<file path="config.mk">
export PLATFORM = sky130hd
export DESIGN_NAME = uart_tx_arbiter
export DESIGN_NICKNAME = d
export VERILOG_FILES = /design/src/rtl/uart_tx_pkg.sv /design/src/rtl/byte_fifo.sv /design/src/rtl/uart_tx_arbiter.sv
export SDC_FILE = /design/constraint.sdc
export NUM_CORES = 1
export LEC_CHECK = 0
export ABC_AREA = 0
export CAP_MARGIN = 5
export CORE_ASPECT_RATIO = 0.6
export CORE_UTILIZATION = 50
export DETAILED_ROUTE_END_ITERATION = 10
export GPL_TIMING_DRIVEN = 0
export PLACE_DENSITY = 0.81
export SLEW_MARGIN = 10
export SYNTH_ARGS = -nofsm -noshare
export SYNTH_HDL_FRONTEND = slang
export SYNTH_SLANG_ARGS = --single-unit
</file>
<file path="constraint.sdc">
create_clock -name clock -period 6.5 [get_ports clock]
set_clock_uncertainty 0.1 [all_clocks]
set_input_delay 1.3 -clock clock [delete_from_list [all_inputs] [get_ports clock]]
set_output_delay 1.3 -clock clock [all_outputs]
set_load 0.05 [all_outputs]
</file>
<file path="src/rtl/uart_tx_pkg.sv">
// Shared encodings and constants for the UART transmit arbiter.
// Imported by the arbiter top; the FIFO is byte-wide and needs nothing from here.
package uart_tx_pkg;

  typedef enum logic [1:0] {
    ST_IDLE = 2'd0,
    ST_SEND = 2'd1,
    ST_GAP  = 2'd2
  } state_t;

  // 11 bit-times (start, 8 data, parity, stop) at 16 clocks per bit
  localparam int UART_FRAME_CLKS = 176;

  localparam logic SRC_MAN = 1'b0;
  localparam logic SRC_SCR = 1'b1;

endpackage

</file>
<file path="src/rtl/byte_fifo.sv">
// Byte FIFO with first-word-fall-through output and a synchronous flush.
// Pointers carry one extra wrap bit so full and empty are told apart without a counter.
module byte_fifo #(
  parameter int DEPTH = 4
) (
  input  logic       clock,
  input  logic       reset,
  input  logic       flush,
  input  logic       push,
  input  logic [7:0] din,
  input  logic       pop,
  output logic [7:0] dout,
  output logic       empty,
  output logic       full
);

  localparam int AW = $clog2(DEPTH);

  logic [AW:0] r_wr_ptr;
  logic [AW:0] r_rd_ptr;
  logic [7:0]  r_mem [DEPTH];

  logic w_do_pop;
  logic w_do_push;

  assign empty = (r_wr_ptr == r_rd_ptr);
  assign full  = (r_wr_ptr[AW] != r_rd_ptr[AW]) &&
                 (r_wr_ptr[AW-1:0] == r_rd_ptr[AW-1:0]);

  // A pop in the same cycle frees the slot, so a push into a full FIFO still lands
  assign w_do_pop  = pop && !empty;
  assign w_do_push = push && (!full || w_do_pop);

  assign dout = r_mem[r_rd_ptr[AW-1:0]];

  always_ff @(posedge clock or negedge reset) begin
    if (!reset) begin
      r_wr_ptr <= '0;
      r_rd_ptr <= '0;
    end else if (flush) begin
      r_wr_ptr <= '0;
      r_rd_ptr <= '0;
    end else begin
      if (w_do_push) r_wr_ptr <= r_wr_ptr + 1'b1;
      if (w_do_pop)  r_rd_ptr <= r_rd_ptr + 1'b1;
    end
  end

  always_ff @(posedge clock) begin
    if (w_do_push) r_mem[r_wr_ptr[AW-1:0]] <= din;
  end

endmodule

</file>
<file path="src/rtl/uart_tx_arbiter.sv">
// Merges the manual and scripted byte streams onto the single UART transmit input,
// one source at a time, spacing bytes by at least one UART frame.
//
//   state | meaning
//   IDLE  | may switch source, or pop the active FIFO head into tx_bits
//   SEND  | tx_valid pulse cycle; gap counter is loaded
//   GAP   | frame time elapsing; counts down to zero then back to IDLE
module uart_tx_arbiter
  import uart_tx_pkg::*;
#(
  parameter int FIFO_DEPTH = 4,
  parameter int GAP_CYCLES = UART_FRAME_CLKS
) (
  input  logic       clock,
  input  logic       reset,
  input  logic       src_sel,
  input  logic [7:0] man_bits,
  input  logic       man_valid,
  input  logic [7:0] scr_bits,
  input  logic       scr_valid,
  output logic [7:0] tx_bits,
  output logic       tx_valid,
  output logic       busy,
  output logic       man_overflow,
  output logic       scr_overflow
);

  localparam int              GW       = $clog2(GAP_CYCLES + 1);
  localparam logic [GW-1:0]   GAP_LOAD = GW'(GAP_CYCLES - 1);

  state_t        r_state;
  logic          r_active;
  logic [GW-1:0] r_gap_cnt;
  logic [7:0]    r_tx_bits;
  logic          r_tx_valid;
  logic          r_busy;
  logic          r_man_ovf;
  logic          r_scr_ovf;

  logic       w_man_push, w_man_pop, w_man_flush, w_man_empty, w_man_full, w_man_drop;
  logic       w_scr_push, w_scr_pop, w_scr_flush, w_scr_empty, w_scr_full, w_scr_drop;
  logic [7:0] w_man_dout, w_scr_dout;
  logic       w_idle, w_switch, w_pop, w_act_empty;
  logic [7:0] w_act_dout;

  assign w_idle      = (r_state == ST_IDLE);
  assign w_switch    = w_idle && (src_sel != r_active);
  assign w_act_empty = (r_active == SRC_SCR) ? w_scr_empty : w_man_empty;
  assign w_act_dout  = (r_active == SRC_SCR) ? w_scr_dout  : w_man_dout;
  assign w_pop       = w_idle && !w_switch && !w_act_empty;

  // Only the source that currently owns the link may enqueue
  assign w_man_push  = man_valid && (r_active == SRC_MAN);
  assign w_scr_push  = scr_valid && (r_active == SRC_SCR);
  assign w_man_pop   = w_pop && (r_active == SRC_MAN);
  assign w_scr_pop   = w_pop && (r_active == SRC_SCR);

  // On a switch the outgoing owner's queue is discarded
  assign w_man_flush = w_switch && (r_active == SRC_MAN);
  assign w_scr_flush = w_switch && (r_active == SRC_SCR);

  assign w_man_drop  = w_man_push && w_man_full && !w_man_pop;
  assign w_scr_drop  = w_scr_push && w_scr_full && !w_scr_pop;

  byte_fifo #(.DEPTH(FIFO_DEPTH)) u_man_fifo (
    .clock (clock),
    .reset (reset),
    .flush (w_man_flush),
    .push  (w_man_push),
    .din   (man_bits),
    .pop   (w_man_pop),
    .dout  (w_man_dout),
    .empty (w_man_empty),
    .full  (w_man_full)
  );

  byte_fifo #(.DEPTH(FIFO_DEPTH)) u_scr_fifo (
    .clock (clock),
    .reset (reset),
    .flush (w_scr_flush),
    .push  (w_scr_push),
    .din   (scr_bits),
    .pop   (w_scr_pop),
    .dout  (w_scr_dout),
    .empty (w_scr_empty),
    .full  (w_scr_full)
  );

  always_ff @(posedge clock or negedge reset) begin
    if (!reset) begin
      r_state    <= ST_IDLE;
      r_active   <= SRC_MAN;
      r_gap_cnt  <= '0;
      r_tx_bits  <= 8'h00;
      r_tx_valid <= 1'b0;
      r_busy     <= 1'b0;
      r_man_ovf  <= 1'b0;
      r_scr_ovf  <= 1'b0;
    end else begin
      r_tx_valid <= 1'b0;
      if (w_man_drop) r_man_ovf <= 1'b1;
      if (w_scr_drop) r_scr_ovf <= 1'b1;

      case (r_state)
        ST_IDLE: begin
          if (w_switch) begin
            r_active <= src_sel;
          end else if (w_pop) begin
            r_tx_bits  <= w_act_dout;
            r_tx_valid <= 1'b1;
            r_busy     <= 1'b1;
            r_state    <= ST_SEND;
          end
        end
        ST_SEND: begin
          r_gap_cnt <= GAP_LOAD;
          r_state   <= ST_GAP;
        end
        ST_GAP: begin
          if (r_gap_cnt == '0) begin
            r_busy  <= 1'b0;
            r_state <= ST_IDLE;
          end else begin
            r_gap_cnt <= r_gap_cnt - 1'b1;
          end
        end
        default: begin
          r_busy  <= 1'b0;
          r_state <= ST_IDLE;
        end
      endcase
    end
  end

  assign tx_bits      = r_tx_bits;
  assign tx_valid     = r_tx_valid;
  assign busy         = r_busy;
  assign man_overflow = r_man_ovf;
  assign scr_overflow = r_scr_ovf;

endmodule
</file>
### Word level (Yosys, flattened, before mapping)

Memory sizes are Yosys's and may differ from the RTL's.
Cells that the tools add are included.

* bits in registers: 35
* bits in latches: 0
* memory bits (writable): 64
* ROM bits: 0
* bits of input ports: 21
* output and inout port bits: 12
* logic and storage cells: 103
* memories: 2

* add/sub/neg operators: 5
* multipliers: 0
* div/mod/pow operators: 0
* $lt $le $gt $ge: 0
* equality and inequality tests: 13
* shift-type cells: 0
* mux-type cells: 27
* bitwise gates (word level): 3
* reductions and logical operators: 41

Memories
* u_man_fifo.r_mem: depth 4, width 8, rd ports 1, clocked after Yosys merged registers in 0, wr ports 1, RTL line byte_fifo.sv:21 `logic [7:0] r_mem [DEPTH];`
* u_scr_fifo.r_mem: depth 4, width 8, rd ports 1, clocked after Yosys merged registers in 0, wr ports 1, RTL line byte_fifo.sv:21

Operator list (count)
* $mux W3: 8
* $logic_and A1 B1 Y1: 19
* $mux W8: 2
* $pmux W8 S2: 1
* $add A3 B1 Y3 const B: 4
* $mux W1: 11
* $reduce_bool A2 Y1: 5
* $logic_not A1 Y1: 8
* $logic_not A8 Y1: 1
* $sub A8 B1 Y8 const B: 1
* $eq A3 B3 Y1: 2
* $mux W2: 3
* $ne A2 B2 Y1 const B: 3
* $pmux W2 S3: 1
* $reduce_and A3 Y1: 2
* $eq A2 B2 Y1: 2
* $reduce_and A2 Y1: 2
* $reduce_and A4 Y1: 1
* $ne A1 B1 Y1: 3
* $not A1 Y1: 3
* $pmux W1 S3: 1
* $eq A2 B1 Y1 const B: 1
* $eq A2 B2 Y1 const B: 1
* $logic_not A2 Y1: 1
* other kinds (2): 3

### Longest topological paths before layout

* depth in word-level cells: 11
* mapped depth: 7
* depth with buffers taken out: 6

### By module

A second synthesis with hierarchy kept.

* cells, all modules: 299
* area, all modules: 4601.9 µm²

Modules (own cells, without submodules)
* byte_fifo: instances 2, cells each 94, area an instance 1702.9 µm², sequential area each 1111.1 µm²
* uart_tx_arbiter: instances 1, cells each 111, area an instance 1196.1 µm², sequential area each 575.6 µm²

### Worst setup path before layout

Ideal clock, no wire load.

* path kind: input to register
* start: input src_sel
* end: memory u_man_fifo.r_mem[0][0] (enable)
* setup time: 332 ps
* arrival time: 2247 ps
* required time: 6068 ps
* slack: 3821 ps
* stages: 4
* buffers on the path: 0
* path through: xnor2_1 nand2_1 a21boi_1 and2_1

* cells in the longest elaborated chain, start to end: 11

RTL lines
* start: declaration: RTL line uart_tx_arbiter.sv:16 `input logic src_sel,`
* $ne A1 B1 Y1: RTL line uart_tx_arbiter.sv:47 `assign w_switch = w_idle && (src_sel != r_active);`
* $logic_and A1 B1 Y1: RTL line uart_tx_arbiter.sv:47
* $logic_not A1 Y1: RTL line uart_tx_arbiter.sv:50 `assign w_pop = w_idle && !w_switch && !w_act_empty;`
* $logic_and A1 B1 Y1 (2 in series): RTL line uart_tx_arbiter.sv:50
* $logic_and A1 B1 Y1: RTL line uart_tx_arbiter.sv:55 `assign w_man_pop = w_pop && (r_active == SRC_MAN);`
* $logic_and A1 B1 Y1: RTL line byte_fifo.sv:31 `assign w_do_pop = pop && !empty;`
* $logic_or A1 B1 Y1: RTL line byte_fifo.sv:32 `assign w_do_push = push && (!full || w_do_pop);`
* $logic_and A1 B1 Y1: RTL line byte_fifo.sv:32
* $mux W1: RTL line byte_fifo.sv:50 `if (w_do_push) r_mem[r_wr_ptr[AW-1:0]] <= din;`
* $mux W1 (not written as such): RTL line byte_fifo.sv:50
* end: declaration: RTL line byte_fifo.sv:21

No other way between the ends.

### Worst setup path in the final report

* start: input src_sel
* end: memory u_man_fifo.r_mem[3][1] (enable)

The elaborated chain is that of the path after synthesis.

==> impl_metrics.json <==
{
  "outcome": "complete, no violations",
  "cts_tree": "built",
  "routed.top_layer": "met4",
  "io_pins": 33,
  "synthArstFlopShare_pct": 35.4,
  "drtPass1Iterations": 4,
  "postCtsSetupRepairBufs": 0,
  "path_delay_family": "simple AND/OR/NAND/NOR gates",
  "r2r-start": "r_state[0]",
  "coreArea_mm2": 0.00813,
  "fp-row-count": 25,
  "n_antenna_cell": 0,
  "cts_sinks": 99,
  "crit_required_ps": 6390,
  "area_growth_pct": 17.5,
  "initial_core_util_pct": 53.3,
  "port_buffers": 32,
  "ys.flop_type": "edfxtp_1",
  "rr_endpoint": "u_man_fifo.r_mem[3][1]",
  "cts-root-buf": "clkbuf_16",
  "syn-cell-area_mm2": 0.00434,
  "first_global_vias": 2548,
  "drtIter0Drc": 245,
  "holdPathStages": 1,
  "synth.net_count": 316,
  "cp.buffers_inverters": 1,
  "clk_path_buf_depth": 2,
  "dp_hpwl_um": 6000,
  "crit_path_end_kind": "flop",
  "syn_avg_cell_area_um2": 15.3,
  "yosys.cell_types.count": 50,
  "fillerInstances": 615,
  "drt-total-wl_um": 8600,
  "crit_chain": "clkdlybuf4s50_1, xnor2_1, nand2_1, a21boi_1, and2_1",
  "nets": 359,
  "die_w_um": 122,
  "tns_ps": 0,
  "die_h_um": 74.1,
  "wl_per_cell_um": 19.6,
  "grt.overflow.total": 0,
  "wl_met2_um": 3910,
  "p_total_w": 0.00224,
  "crit_type": "input pin to flop",
  "drt-vias-per-instance": 5.81,
  "critPathArrivalTime_ps": 3270,
  "powerDensity_mw_per_mm2": 440,
  "grt_setup_unrepaired": "false",
  "min_to": "man_overflow",
  "hold_buffers": 0,
  "max-vdd-ir-drop_mv": 0.201,
  "grt_first_pass_wirelength_um": 13700,
  "rrSetupSlack_ps": 3970,
  "p_leak_nw": 1.90,
  "max_freq_mhz": 296,
  "worstRegToRegCells": 5,
  "ys_warn_count": 0,
  "antenna_found_initial": 0,
  "drive_above_1_share_pct": 15.7,
  "final_antenna_net_count": 0,
  "ys_seq_area_share_pct": 64.5,
  "synth_edf_count": 64,
  "hold_path.class": "flop to flop",
  "cts_resized": 0,
  "clk_pin_slew_ps": 70,
  "grt_max_degree": 36,
  "htree_levels": 3,
  "fin_ws_ps": 3120,
  "worst_pin_slew_ps": 1070,
  "hold_violations": 0,
  "startpoint_type": "input pin",
  "drv_cap": 0,
  "ys_ff_latch": 99,
  "slew_headroom_pct": 27.7,
  "numCtsBuffers": 9,
  "drcViolationCount": 0,
  "pre_cts_ws_ps": 2760,
  "die_area_mm2": 0.00906,
  "drv_slew": 0,
  "detailroute.wirelength.met3_um": 464,
  "critical_path.max_stage_delay_ps": 630,
  "place.gp.congestion": 0.843,
  "setup_viol": 0,
  "vias": 2552,
  "min_period_ps": 3380,
  "fin_crit_sh_pct": 52.0,
  "synth_cells": 283,
  "holdCritStartpoint": "man_overflow",
  "track_usage_pct": 21.1,
  "worstPathMaxFanout": 8,
  "clkLatencyLatePin_ps": 340,
  "critPathSlowestCell": "clkdlybuf4s50_1",
  "wl_met1_um": 4140
}
## layout by cell type (no fill, tap or decap), types with 3 or more instances in the layout
cell / n
inv_1: 11
mux4_2: 16
xnor2_1: 4
ha_1: 12
xor2_1: 10
nand2_1: 15
nor2_1: 11
nand3_1: 4
clkdlybuf4s50_1: 31
buf_2: 9
a21oi_1: 4
nand4_1: 3
clkbuf_16: 9
inv_8: 3
nor2b_1: 11
nor3_1: 6
mux2i_1: 7
a221o_1: 9
dfrtp_1: 35
edfxtp_1: 64
o21ai_0: 5
and2_1: 8
## power breakdown
group	leakage, nW	switching [W]	internal (W)
sequential	1.01	0.0000945	0.000814
combinational	0.735	0.000463	0.000323
clock	0.149	0.000243	0.000306
total	1.90	0.000800	0.00144
## worst max-delay path by stage
stage / startpoint / cells past startpoint / slack, ps / to
CTS: src_sel / 5 / 3110 / u_man_fifo.r_mem[3][7]
global placement: src_sel / 5 / 2810 / u_man_fifo.r_mem[3][3]
floorplan: src_sel / 4 / 3820 / u_man_fifo.r_mem[0][0]
finish: src_sel / 5 / 3120 / u_man_fifo.r_mem[3][1]
detailed placement: src_sel / 5 / 2760 / u_man_fifo.r_mem[3][5]
global route: src_sel / 5 / 2960 / u_man_fifo.r_mem[3][1]
## synth_stat cells (all sizes together) (2+ instances only)
library cell,number,area (um^2)
clkbuf,2,7.51
xnor2,4,35.0
buf,10,55.1
nand2b,2,12.5
nand3b,2,15.0
nand3,4,20.0
and2,8,50.1
nand4,3,18.8
nor3,6,30.0
nor2,11,41.3
inv,11,41.3
nor4b,2,17.5
xor2,10,87.6
a221o,9,90.1
o31a,2,17.5
nor3b,2,15.0
o21ai,6,30.0
nor4,2,12.5
mux4,16,360
mux2,2,22.5
ha,12,150
edfxtp,64,1920
mux2i,7,70.1
nand2,15,56.3
nor2b,11,68.8
dfrtp,35,876
a21oi,5,28.8
o31ai,2,20.0
## registers in the layout, indices dropped and copies added, names as in the netlist, 2 cells and up
name	count
u_man_fifo.r_mem	32
r_gap_cnt	8
tx_bits	8
r_state	2
u_scr_fifo.r_rd_ptr	3
u_man_fifo.r_rd_ptr	3
u_scr_fifo.r_wr_ptr	3
u_scr_fifo.r_mem	32
u_man_fifo.r_wr_ptr	3
## cells by family (layout without fill, tap and decap cells)
family                     Yosys count  in the layout  share of synthesized area (%)
AOI/OAI and AO/OA                   35             35                           6.67
xor gates and xnor gates            14             14                           2.83
adders and majority gates           12             12                           3.46
buffers and inverters               23             71                           2.40
DFF                                 99             99                           64.5
muxes                               25             25                           10.4
and+or+nand+nor                     75             75                           9.67
## metrics by stage
stage                     hold slack, ps  utilization [%]  instances  instance area, um^2
after global placement               356             58.9        423                 4790
after detailed placement             368             58.8        423                 4790
after CTS                            383             62.6        439                 5090
final                                384             62.6        439                 5090
after floorplan                      377                -        283                 4340
after global routing                 402             62.6        439                 5090
## routing by layer
metal | vias up | track usage (%)
met5 | - | 0
met4 | 0 | 5.28
met3 | 10 | 5.29
met2 | 80 | 33.0
met1 | 1297 | 30.1
li1 | 1165 | -
## final cells by class
cell class | count | area (um^2) | share of cell area, %
Inverter | 11 | 41.3 | 0.810
Clock inverter | 7 | 83.8 | 1.65
Clock buffer | 9 | 225 | 4.42
Multi-Input combinational cell | 161 | 1430 | 28.1
Sequential cell | 99 | 2800 | 54.9
Timing Repair Buffer | 32 | 315 | 6.19
Tap cell | 108 | 135 | 2.65
Buffer | 12 | 62.6 | 1.23
(Power assumes the default switching activity.)
